===== src/rtl/cpu_types_pkg.sv =====
// Shared CPU datapath types: word/register widths, writeback select codes,
// and the memory-stage FSM states.
package cpu_types_pkg;

    typedef logic [31:0] word_t;
    typedef logic [4:0]  regbits_t;
    typedef logic [2:0]  fmux_t;

    // Writeback select encodings carried on final_mux.
    localparam fmux_t FMUX_ALU   = 3'd0;
    localparam fmux_t FMUX_LOAD  = 3'd1;
    localparam fmux_t FMUX_PC4   = 3'd2;
    localparam fmux_t FMUX_UTYPE = 3'd3;

    typedef enum logic [1:0] {
        IDLE,
        ACCESS,
        HALTED
    } mem_state_t;

endpackage


===== src/rtl/writeback_datapath_if.sv =====
// Bundle of MEM/WB register outputs consumed by the writeback stage.
interface writeback_datapath_if;
    import cpu_types_pkg::*;

    logic     valid;
    fmux_t    finalMux;
    word_t    dmemload;
    word_t    outPort;
    word_t    nextMemaddr;
    word_t    uType;
    logic     tempHalt;
    regbits_t wsel;
    logic     regwen;

    modport producer (
        output valid, finalMux, dmemload, outPort, nextMemaddr,
               uType, tempHalt, wsel, regwen
    );

    modport consumer (
        input  valid, finalMux, dmemload, outPort, nextMemaddr,
               uType, tempHalt, wsel, regwen
    );

endinterface


===== src/rtl/mem_wb_reg.sv =====
// MEM/WB pipeline register bank: data fields update only on load_i, and the
// register write enable is masked whenever the bank holds no new instruction.
module mem_wb_reg (
    input  logic        clk_i,
    input  logic        rst_i,
    input  logic        load_i,
    input  logic        loadData_i,
    input  logic [2:0]  finalMux_i,
    input  logic [31:0] dmemload_i,
    input  logic [31:0] outPort_i,
    input  logic [31:0] nextMemaddr_i,
    input  logic [31:0] uType_i,
    input  logic        halt_i,
    input  logic [4:0]  wsel_i,
    input  logic        regwen_i,
    writeback_datapath_if.producer wb
);

    logic        valid_q;
    logic [2:0]  finalMux_q;
    logic [31:0] dmemload_q;
    logic [31:0] outPort_q;
    logic [31:0] nextMemaddr_q;
    logic [31:0] uType_q;
    logic        halt_q;
    logic [4:0]  wsel_q;
    logic        regwen_q;

    always_ff @(posedge clk_i) begin
        if (rst_i) begin
            valid_q       <= 1'b0;
            finalMux_q    <= '0;
            dmemload_q    <= '0;
            outPort_q     <= '0;
            nextMemaddr_q <= '0;
            uType_q       <= '0;
            halt_q        <= 1'b0;
            wsel_q        <= '0;
            regwen_q      <= 1'b0;
        end else begin
            valid_q <= load_i;
            if (load_i) begin
                finalMux_q    <= finalMux_i;
                outPort_q     <= outPort_i;
                nextMemaddr_q <= nextMemaddr_i;
                uType_q       <= uType_i;
                halt_q        <= halt_i;
                wsel_q        <= wsel_i;
                regwen_q      <= regwen_i;
                // Stores and ALU ops leave the last load value in place.
                if (loadData_i) begin
                    dmemload_q <= dmemload_i;
                end
            end
        end
    end

    assign wb.valid       = valid_q;
    assign wb.finalMux    = finalMux_q;
    assign wb.dmemload    = dmemload_q;
    assign wb.outPort     = outPort_q;
    assign wb.nextMemaddr = nextMemaddr_q;
    assign wb.uType       = uType_q;
    assign wb.tempHalt    = halt_q;
    assign wb.wsel        = wsel_q;
    assign wb.regwen      = regwen_q & valid_q;

endmodule


===== src/rtl/mem_wb_stage.sv =====
// Memory stage: runs the dcache request handshake, stalls EX/MEM while an
// access is outstanding, and freezes after a halt until reset.
module mem_wb_stage
    import cpu_types_pkg::*;
#(
    parameter int STALL_CNT_W = 32
) (
    input  logic                   CLK,
    input  logic                   RST,
    input  logic                   ex_valid,
    output logic                   ex_ready,
    input  logic                   ex_dmemREN,
    input  logic                   ex_dmemWEN,
    input  logic [31:0]            ex_addr,
    input  logic [31:0]            ex_store,
    input  logic [2:0]             ex_final_mux,
    input  logic [31:0]            ex_out_port,
    input  logic [31:0]            ex_next_memaddr,
    input  logic [31:0]            ex_u_type,
    input  logic                   ex_halt,
    input  logic [4:0]             ex_wsel,
    input  logic                   ex_regwen,
    output logic                   dmemREN,
    output logic                   dmemWEN,
    output logic [31:0]            dmemaddr,
    output logic [31:0]            dmemstore,
    input  logic                   dhit,
    input  logic [31:0]            dmemload,
    output logic                   wb_valid,
    output logic [2:0]             final_mux,
    output logic [31:0]            wb_dmemload,
    output logic [31:0]            out_port,
    output logic [31:0]            next_memaddr,
    output logic [31:0]            u_type,
    output logic                   temp_halt,
    output logic [4:0]             wb_wsel,
    output logic                   wb_regwen,
    output logic [STALL_CNT_W-1:0] stall_cycles
);

    mem_state_t state_q, state_d;

    logic                   reqRen_q;
    logic                   reqWen_q;
    word_t                  addr_q;
    word_t                  store_q;
    fmux_t                  finalMux_q;
    word_t                  outPort_q;
    word_t                  nextMemaddr_q;
    word_t                  uType_q;
    regbits_t               wsel_q;
    logic                   regwen_q;
    logic [STALL_CNT_W-1:0] stall_q;

    logic transfer;
    logic isMemOp;
    logic latchReq;
    logic clearReq;
    logic wbLoad;
    logic fromLatch;
    logic captureLoad;
    logic wbHalt;

    assign ex_ready = (state_q == IDLE);
    assign transfer = ex_valid & ex_ready;
    assign isMemOp  = ex_dmemREN | ex_dmemWEN;

    // Halt takes priority over any memory op on the same instruction.
    always_comb begin
        state_d     = state_q;
        latchReq    = 1'b0;
        clearReq    = 1'b0;
        wbLoad      = 1'b0;
        fromLatch   = 1'b0;
        captureLoad = 1'b0;
        wbHalt      = 1'b0;
        case (state_q)
            IDLE: begin
                if (transfer) begin
                    if (ex_halt) begin
                        wbLoad  = 1'b1;
                        wbHalt  = 1'b1;
                        state_d = HALTED;
                    end else if (isMemOp) begin
                        latchReq = 1'b1;
                        state_d  = ACCESS;
                    end else begin
                        wbLoad = 1'b1;
                    end
                end
            end
            ACCESS: begin
                if (dhit) begin
                    wbLoad      = 1'b1;
                    fromLatch   = 1'b1;
                    captureLoad = reqRen_q;
                    clearReq    = 1'b1;
                    state_d     = IDLE;
                end
            end
            HALTED: begin
                state_d = HALTED;
            end
            default: begin
                state_d = IDLE;
            end
        endcase
    end

    // A request with both enables set is issued as a store only.
    always_ff @(posedge CLK) begin
        if (RST) begin
            state_q       <= IDLE;
            reqRen_q      <= 1'b0;
            reqWen_q      <= 1'b0;
            addr_q        <= '0;
            store_q       <= '0;
            finalMux_q    <= '0;
            outPort_q     <= '0;
            nextMemaddr_q <= '0;
            uType_q       <= '0;
            wsel_q        <= '0;
            regwen_q      <= 1'b0;
            stall_q       <= '0;
        end else begin
            state_q <= state_d;
            if (latchReq) begin
                reqRen_q      <= ex_dmemREN & ~ex_dmemWEN;
                reqWen_q      <= ex_dmemWEN;
                addr_q        <= ex_addr;
                store_q       <= ex_store;
                finalMux_q    <= ex_final_mux;
                outPort_q     <= ex_out_port;
                nextMemaddr_q <= ex_next_memaddr;
                uType_q       <= ex_u_type;
                wsel_q        <= ex_wsel;
                regwen_q      <= ex_regwen;
            end else if (clearReq) begin
                reqRen_q <= 1'b0;
                reqWen_q <= 1'b0;
            end
            if (state_q == ACCESS && stall_q != {STALL_CNT_W{1'b1}}) begin
                stall_q <= stall_q + 1'b1;
            end
        end
    end

    assign dmemREN      = reqRen_q;
    assign dmemWEN      = reqWen_q;
    assign dmemaddr     = addr_q;
    assign dmemstore    = store_q;
    assign stall_cycles = stall_q;

    writeback_datapath_if wbIf ();

    mem_wb_reg u_mem_wb_reg (
        .clk_i         (CLK),
        .rst_i         (RST),
        .load_i        (wbLoad),
        .loadData_i    (captureLoad),
        .finalMux_i    (fromLatch ? finalMux_q    : ex_final_mux),
        .dmemload_i    (dmemload),
        .outPort_i     (fromLatch ? outPort_q     : ex_out_port),
        .nextMemaddr_i (fromLatch ? nextMemaddr_q : ex_next_memaddr),
        .uType_i       (fromLatch ? uType_q       : ex_u_type),
        .halt_i        (wbHalt),
        .wsel_i        (fromLatch ? wsel_q        : ex_wsel),
        .regwen_i      (fromLatch ? regwen_q      : ex_regwen),
        .wb            (wbIf)
    );

    assign wb_valid     = wbIf.valid;
    assign final_mux    = wbIf.finalMux;
    assign wb_dmemload  = wbIf.dmemload;
    assign out_port     = wbIf.outPort;
    assign next_memaddr = wbIf.nextMemaddr;
    assign u_type       = wbIf.uType;
    assign temp_halt    = wbIf.tempHalt;
    assign wb_wsel      = wbIf.wsel;
    assign wb_regwen    = wbIf.regwen;

endmodule


===== config.mk =====
export PLATFORM = sky130hd
export DESIGN_NAME = mem_wb_stage
export DESIGN_NICKNAME = d
export VERILOG_FILES = /design/src/rtl/cpu_types_pkg.sv /design/src/rtl/writeback_datapath_if.sv /design/src/rtl/mem_wb_reg.sv /design/src/rtl/mem_wb_stage.sv
export SDC_FILE = /design/constraint.sdc
export NUM_CORES = 1
export LEC_CHECK = 0
export ABC_AREA = 1
export CORE_MARGIN = 10
export CORE_UTILIZATION = 44
export CTS_CLUSTER_SIZE = 20
export DETAILED_ROUTE_END_ITERATION = 8
export HOLD_SLACK_MARGIN = 0.06
export PLACE_DENSITY = 0.76
export SETUP_SLACK_MARGIN = 0.02
export SYNTH_ARGS = -nofsm -noshare
export SYNTH_HDL_FRONTEND = slang
export SYNTH_HIERARCHICAL = 1
export SYNTH_SLANG_ARGS = --single-unit

===== constraint.sdc =====
create_clock -name CLK -period 4.25 [get_ports CLK]
set_input_delay 0.6375 -clock CLK [delete_from_list [all_inputs] [get_ports CLK]]
set_output_delay 0.6375 -clock CLK [all_outputs]
set_load 0.005 [all_outputs]

# Word level (Yosys, flattened, before mapping)
# Index checks and enable logic that the tools add are counted.
totals:
  regBits: 344
  latchBits: 0
  ramBits: 0
  romBits: 0
  in_bits: 208
  output_inout_bits: 238
  wordCells: 67
  memories: 0
classes:
  n_addsub: 1
  mul: 0
  div_mod_pow: 0
  n_lt_le_gt_ge: 0
  n_eq_ne: 6
  shifts: 0
  muxes: 29
  bitwise: 5
  n_reduce_logical: 5
op_table:
  columns: ["cell", "n"]
  rows:
  - ["$mux 32", 3]
  - ["$add 32x1->32 const B", 1]
  - ["$ne 32x32->1 const B", 1]
  - ["$mux 1", 18]
  - ["$mux 2", 4]
  - ["$pmux 2 s3", 1]
  - ["$mux 5", 1]
  - ["$and 1x1->1", 3]
  - ["$mux 3", 1]
  - ["$ne 3x1->1 const B", 1]
  - ["$reduce_and 3->1", 1]
  - ["$eq 2x1->1 const B", 1]
  - ["$eq 2x2->1 const B", 1]
  - ["$logic_not 2->1", 1]
  - ["$ne 2x1->1 const B", 1]
  - ["$ne 2x2->1 const B", 1]
  - ["$pmux 1 s2", 1]
  - ["$reduce_and 2->1", 1]
  - ["$reduce_bool 2->1", 1]
  - ["$logic_and 1x1->1", 1]
  - ["$not 1->1", 1]
  - ["$or 1x1->1", 1]

# Logic depth before layout (Yosys ltp)
logic_depth:
  ltp_word: 6
  ltp_mapped: 14
  depth_no_buf: 11

# Cells and area by module
# Netlist, hierarchy kept.
by_module_without_submodules:
  columns: ["module", "instances", "cells_each", "area_per_inst_um2", "seq_area_each_um2"]
  rows:
  - ["mem_wb_stage", 1, 1207, 9245.1, 4103.9]
  - ["mem_wb_reg", 1, 667, 5006.1, 2782.7]

# Least setup slack after synthesis
# Ideal clock, no wire load.
synth_timing:
  kind: "input port to flip-flop"
  from: "input port dhit"
  to: "register u_mem_wb_reg.outPort_q[23], in the netlist u_mem_wb_reg/wb.outPort[23]"
  setup_ns: 0.065
  arrival_ns: 1.974
  required_ns: 4.185
  slack_ns: 2.212
  path_stages: 11
  path_buffers: 6
  path_cell_list: "nand2_2 > buf_2 > buf_2 > o21ai_0 > buf_6 > buf_6 > inv_6 > buf_6 > buf_6 > nor2_1 > nor2_1"
synth_between:
  elab_cells_between_ends: 4
  classes_between: "4 x mux"
synth_lines:
  columns: ["item", "line_no", "rtl"]
  rows:
  - ["from (decl)", "mem_wb_stage.sv:27", "input logic dhit,"]
  - ["$mux 1", "mem_wb_stage.sv:93", "if (dhit) begin"]
  - ["$pmux 1 s2", "mem_wb_stage.sv:77", "case (state_q)"]
  - ["named net wbLoad", "mem_wb_stage.sv:59", "logic wbLoad;"]
  - ["to (signal assigned)", "mem_wb_reg.sv:44", "outPort_q <= outPort_i;"]
  - ["to (decl)", "mem_wb_reg.sv:22", "logic [31:0] outPort_q;"]
# The timed path passes the listed nets, and every way through them passes these cells.
# A chain may end at the register's enable or synchronous reset.

# Worst setup path in the final report
layout_timing:
  from: "register state_q[1]"
  to: "register u_mem_wb_reg.uType_q[19], in the netlist u_mem_wb_reg/wb.uType[19]"
layout_between:
  elab_chain_len: 4
  elab_cells_between_ends: 7
  classes_between: "1 x eq/ne; 4 x mux; 1 x bitwise; 1 x reduce/logical"
layout_lines:
  columns: ["item", "line_no", "rtl"]
  rows:
  - ["from (decl)", "mem_wb_stage.sv:41", "mem_state_t state_q, state_d;"]
  - ["from (signal assigned)", "mem_wb_stage.sv:126", "state_q <= state_d;"]
  - ["$logic_not 2->1", "mem_wb_stage.sv:64, mem_wb_stage.sv:77", null]
  - ["$and 1x1->1", "mem_wb_stage.sv:65", "assign transfer = ex_valid & ex_ready;"]
  - ["$mux 1", "mem_wb_stage.sv:79", "if (transfer) begin"]
  - ["$pmux 1 s2 *", "mem_wb_stage.sv:77", null]
  - ["named net wbLoad", "mem_wb_stage.sv:59", null]
  - ["to (signal assigned)", "mem_wb_reg.sv:46", "uType_q <= uType_i;"]
  - ["to (decl)", "mem_wb_reg.sv:24", "logic [31:0] uType_q;"]
# Mark *: on every way through the listed nets, which the timed path passes. The rest lies on a longest branch.

==> results_dict.tcl <==
set metrics [dict create \
    run_status "completed" \
    row_count 65 \
    utilization_pct 63.15 \
    post_cts_resized 0 \
    ys_seq_area_share_pct 48.32 \
    drv_cap 0 \
    start_util_pct 44.93 \
    synth_seq_cells 344 \
    r2r_slack_ps 1180 \
    yosys-top-cells-area "dfxtp_1 48%, nor2_1 18%, o21ai_0 9.9%" \
    finalNetCount 2461 \
    worst-endpoint-required_ps 4700 \
    tns_ps 0 \
    crit_path_start_kind "flip-flop" \
    grt_pass1_wl_mm 72.97 \
    powerDensity_nw_per_um2 402.4 \
    layout-drive-gt1-share_pct 9.298 \
    synthesis.area_sq_um 14250 \
    path_cells "inv_1 -> nand2_1 -> inv_2 -> nand2_4 -> o21ai_4 -> buf_4 -> o21ai_0 -> nor2_1" \
    avgRoutedWirePerCell_microns 17.96 \
    fin_area_sq_um 20030 \
    worst_pin_slew_ps 1105 \
    synthDistinctLibCells 31 \
    drc 0 \
    cp.depth 8 \
    tritoncts "built" \
    fillers 2713 \
    portBuffers 445 \
    arrival_ps 3520 \
    critical_path_class "flip-flop to flip-flop" \
    dr.pass1.iters 5 \
    postSynthCellCount 1874 \
    drtIter0Drc 683 \
    hpwlAfterDp_mm 33.57 \
    rr_worst_depth 8 \
    num_io_pins 446 \
    stdcell_count 2688 \
    grt_max_degree 106 \
    dieArea_sq_um 39990 \
    synthDominantCellAreaShare_pct 48.32 \
    root_buffer "clkbuf_16" \
    via_per_inst 5.048 \
    cp-endpoint "u_mem_wb_reg/wb.uType[19]$_SDFFE_PP0P_" \
    crit_start "state_q[1]$_SDFFE_PP0P_" \
    antenna_found_initial 5 \
    setup_viol 0 \
    fin_crit_sh_pct 72.30 \
    dpl_cell_area_sq_um 18740 \
    cts_buffers 38 \
    clk_latency_ps 520 \
    netlist.top_cell.by_area "dfxtp_1" \
    crit_slowest_cell "buf_4" \
    wirelength_mm 48.26 \
    die_y_microns 200.0 \
    r2r_start "state_q[1]$_SDFFE_PP0P_" \
    syn_avg_cell_area_sq_um 7.605 \
    slew_headroom_pct 26.34 \
    clock_skew_ps 9.181 \
    dp_cells 2614 \
    core_area_sq_um 31720 \
    post-place-ws_ps 1053 \
    cp.buffers_inverters 3 \
    area_delta_synth_final_pct 40.55 \
    whs_ps 479.2 \
    gr-total-overflow 0 \
    critPathMaxStageDelay_ps 770 \
    first_global_vias 13305 \
    post_cts_buffers 0 \
    min_period_ps 3073 \
    cts_htree_levels 2 \
    leakage_nw 8.039 \
    layout_common_cells "691 x nor2_1, 445 x clkdlybuf4s50_1, 344 x dfxtp_1" \
    power_mw 8.059 \
    drv_slew 0 \
    hold_viol_final 0 \
    r2r-end "u_mem_wb_reg/wb.uType[19]$_SDFFE_PP0P_" \
    setup_slack_ps 1177 \
    rsz0062_at_grt "false" \
    cp_top_family "buffers and inverters" \
    layout_commonest_cell "nor2_1" \
    gp_congestion 0.9114 \
    num_vias 13569 \
    max_freq_mhz 325.4 \
    clockBufferDepth 3 \
    ant_nets 0 \
    clock_sinks 344 \
    clk_pin_slew_worst_paths_ps 60 \
    postCtsHoldBufs 0 \
    yosysWarnings 6 \
    path_max_fanout 105 \
    min_path_type "flip-flop to flip-flop" \
    die_w_microns 200.0 \
    critPathCaptureType "flip-flop" \
    irDropWorstVdd_mv 0.2811 \
    synth.net_count 2083 \
    grt.total_usage_pct 22.72 \
]
-- cell type report --
cell class                      count  area, sq um  share of cell area, %
Timing Repair Buffer              457         4607                  23.00
Antenna cell                        6        15.01                0.07496
Multi-Input combinational cell   1332         6437                  32.14
Sequential cell                   344         6887                  34.38
Clock buffer                       56         1099                  5.484
Clock inverter                     12        172.7                 0.8620
Tap cell                          402        503.0                  2.511
Inverter                           79        310.3                  1.549
-- cells by family (layout without fill, tap and decap cells) --
group | count (synthesis) | in the layout | synth area share [%]
AND/OR/NAND/NOR | 912 | 912 | 25.49
flip-flops | 344 | 344 | 48.32
AO/OA/AOI/OAI | 310 | 310 | 10.89
buffers and inverters | 198 | 604 | 6.673
multiplexers | 105 | 105 | 8.297
XOR/XNOR | 4 | 4 | 0.2459
adder cells (fa/ha/maj) | 1 | 1 | 0.08778
other | 0 | 6 | 0
-- power by group --
| group | switching, mW | internal [mW] |
|---|---|---|
| Clock | 1.34 | 1.99 |
| Sequential | 0.122 | 3.45 |
| Combinational | 0.534 | 0.621 |
| Total | 2.00 | 6.06 |
-- worst min path at each step --
stage,from,cells after the start,end,slack [ps]
floorplan,finalMux_q[0]$_SDFFE_PP0P_,2,finalMux_q[0]$_SDFFE_PP0P_,450
global route,dmemstore[25]$_SDFFE_PP0P_,2,dmemstore[25]$_SDFFE_PP0P_,500
finish,dmemstore[31]$_SDFFE_PP0P_,2,dmemstore[31]$_SDFFE_PP0P_,480
CTS,dmemstore[30]$_SDFFE_PP0P_,2,dmemstore[30]$_SDFFE_PP0P_,490
detailed placement,nextMemaddr_q[31]$_SDFFE_PP0P_,2,nextMemaddr_q[31]$_SDFFE_PP0P_,470
global placement,nextMemaddr_q[10]$_SDFFE_PP0P_,2,nextMemaddr_q[10]$_SDFFE_PP0P_,460
-- metal layers --
layer / GRT usage [%] / routed length [microns] / share of wire, %
met1: 26.46 / 19630 / 41
met2: 38.39 / 22910 / 47
met3: 7.987 / 4597 / 9.5
met4: 7.039 / 1095 / 2.3
met5: 0 / 34 / 0.070
-- synth_stat cells (all sizes together) --
cell type,count
a21oi,29
and2,3
buf,63
clkbuf,56
clkinv,1
dfxtp,344
ha,1
inv,78
mux2,105
nand2,163
nand3,32
nand3b,1
nand4,6
nor2,700
nor3,4
nor4,2
o21ai,281
or2,1
xnor2,1
xor2,3
-- worst register-to-register path: stages, from the launching register on --
cell and delay [ps]:
dfxtp_1 320, inv_1 70, nand2_1 310, inv_2 310, nand2_4 370, o21ai_4 270
buf_4 770, o21ai_0 440, nor2_1 160
(Power assumes the default switching activity.)
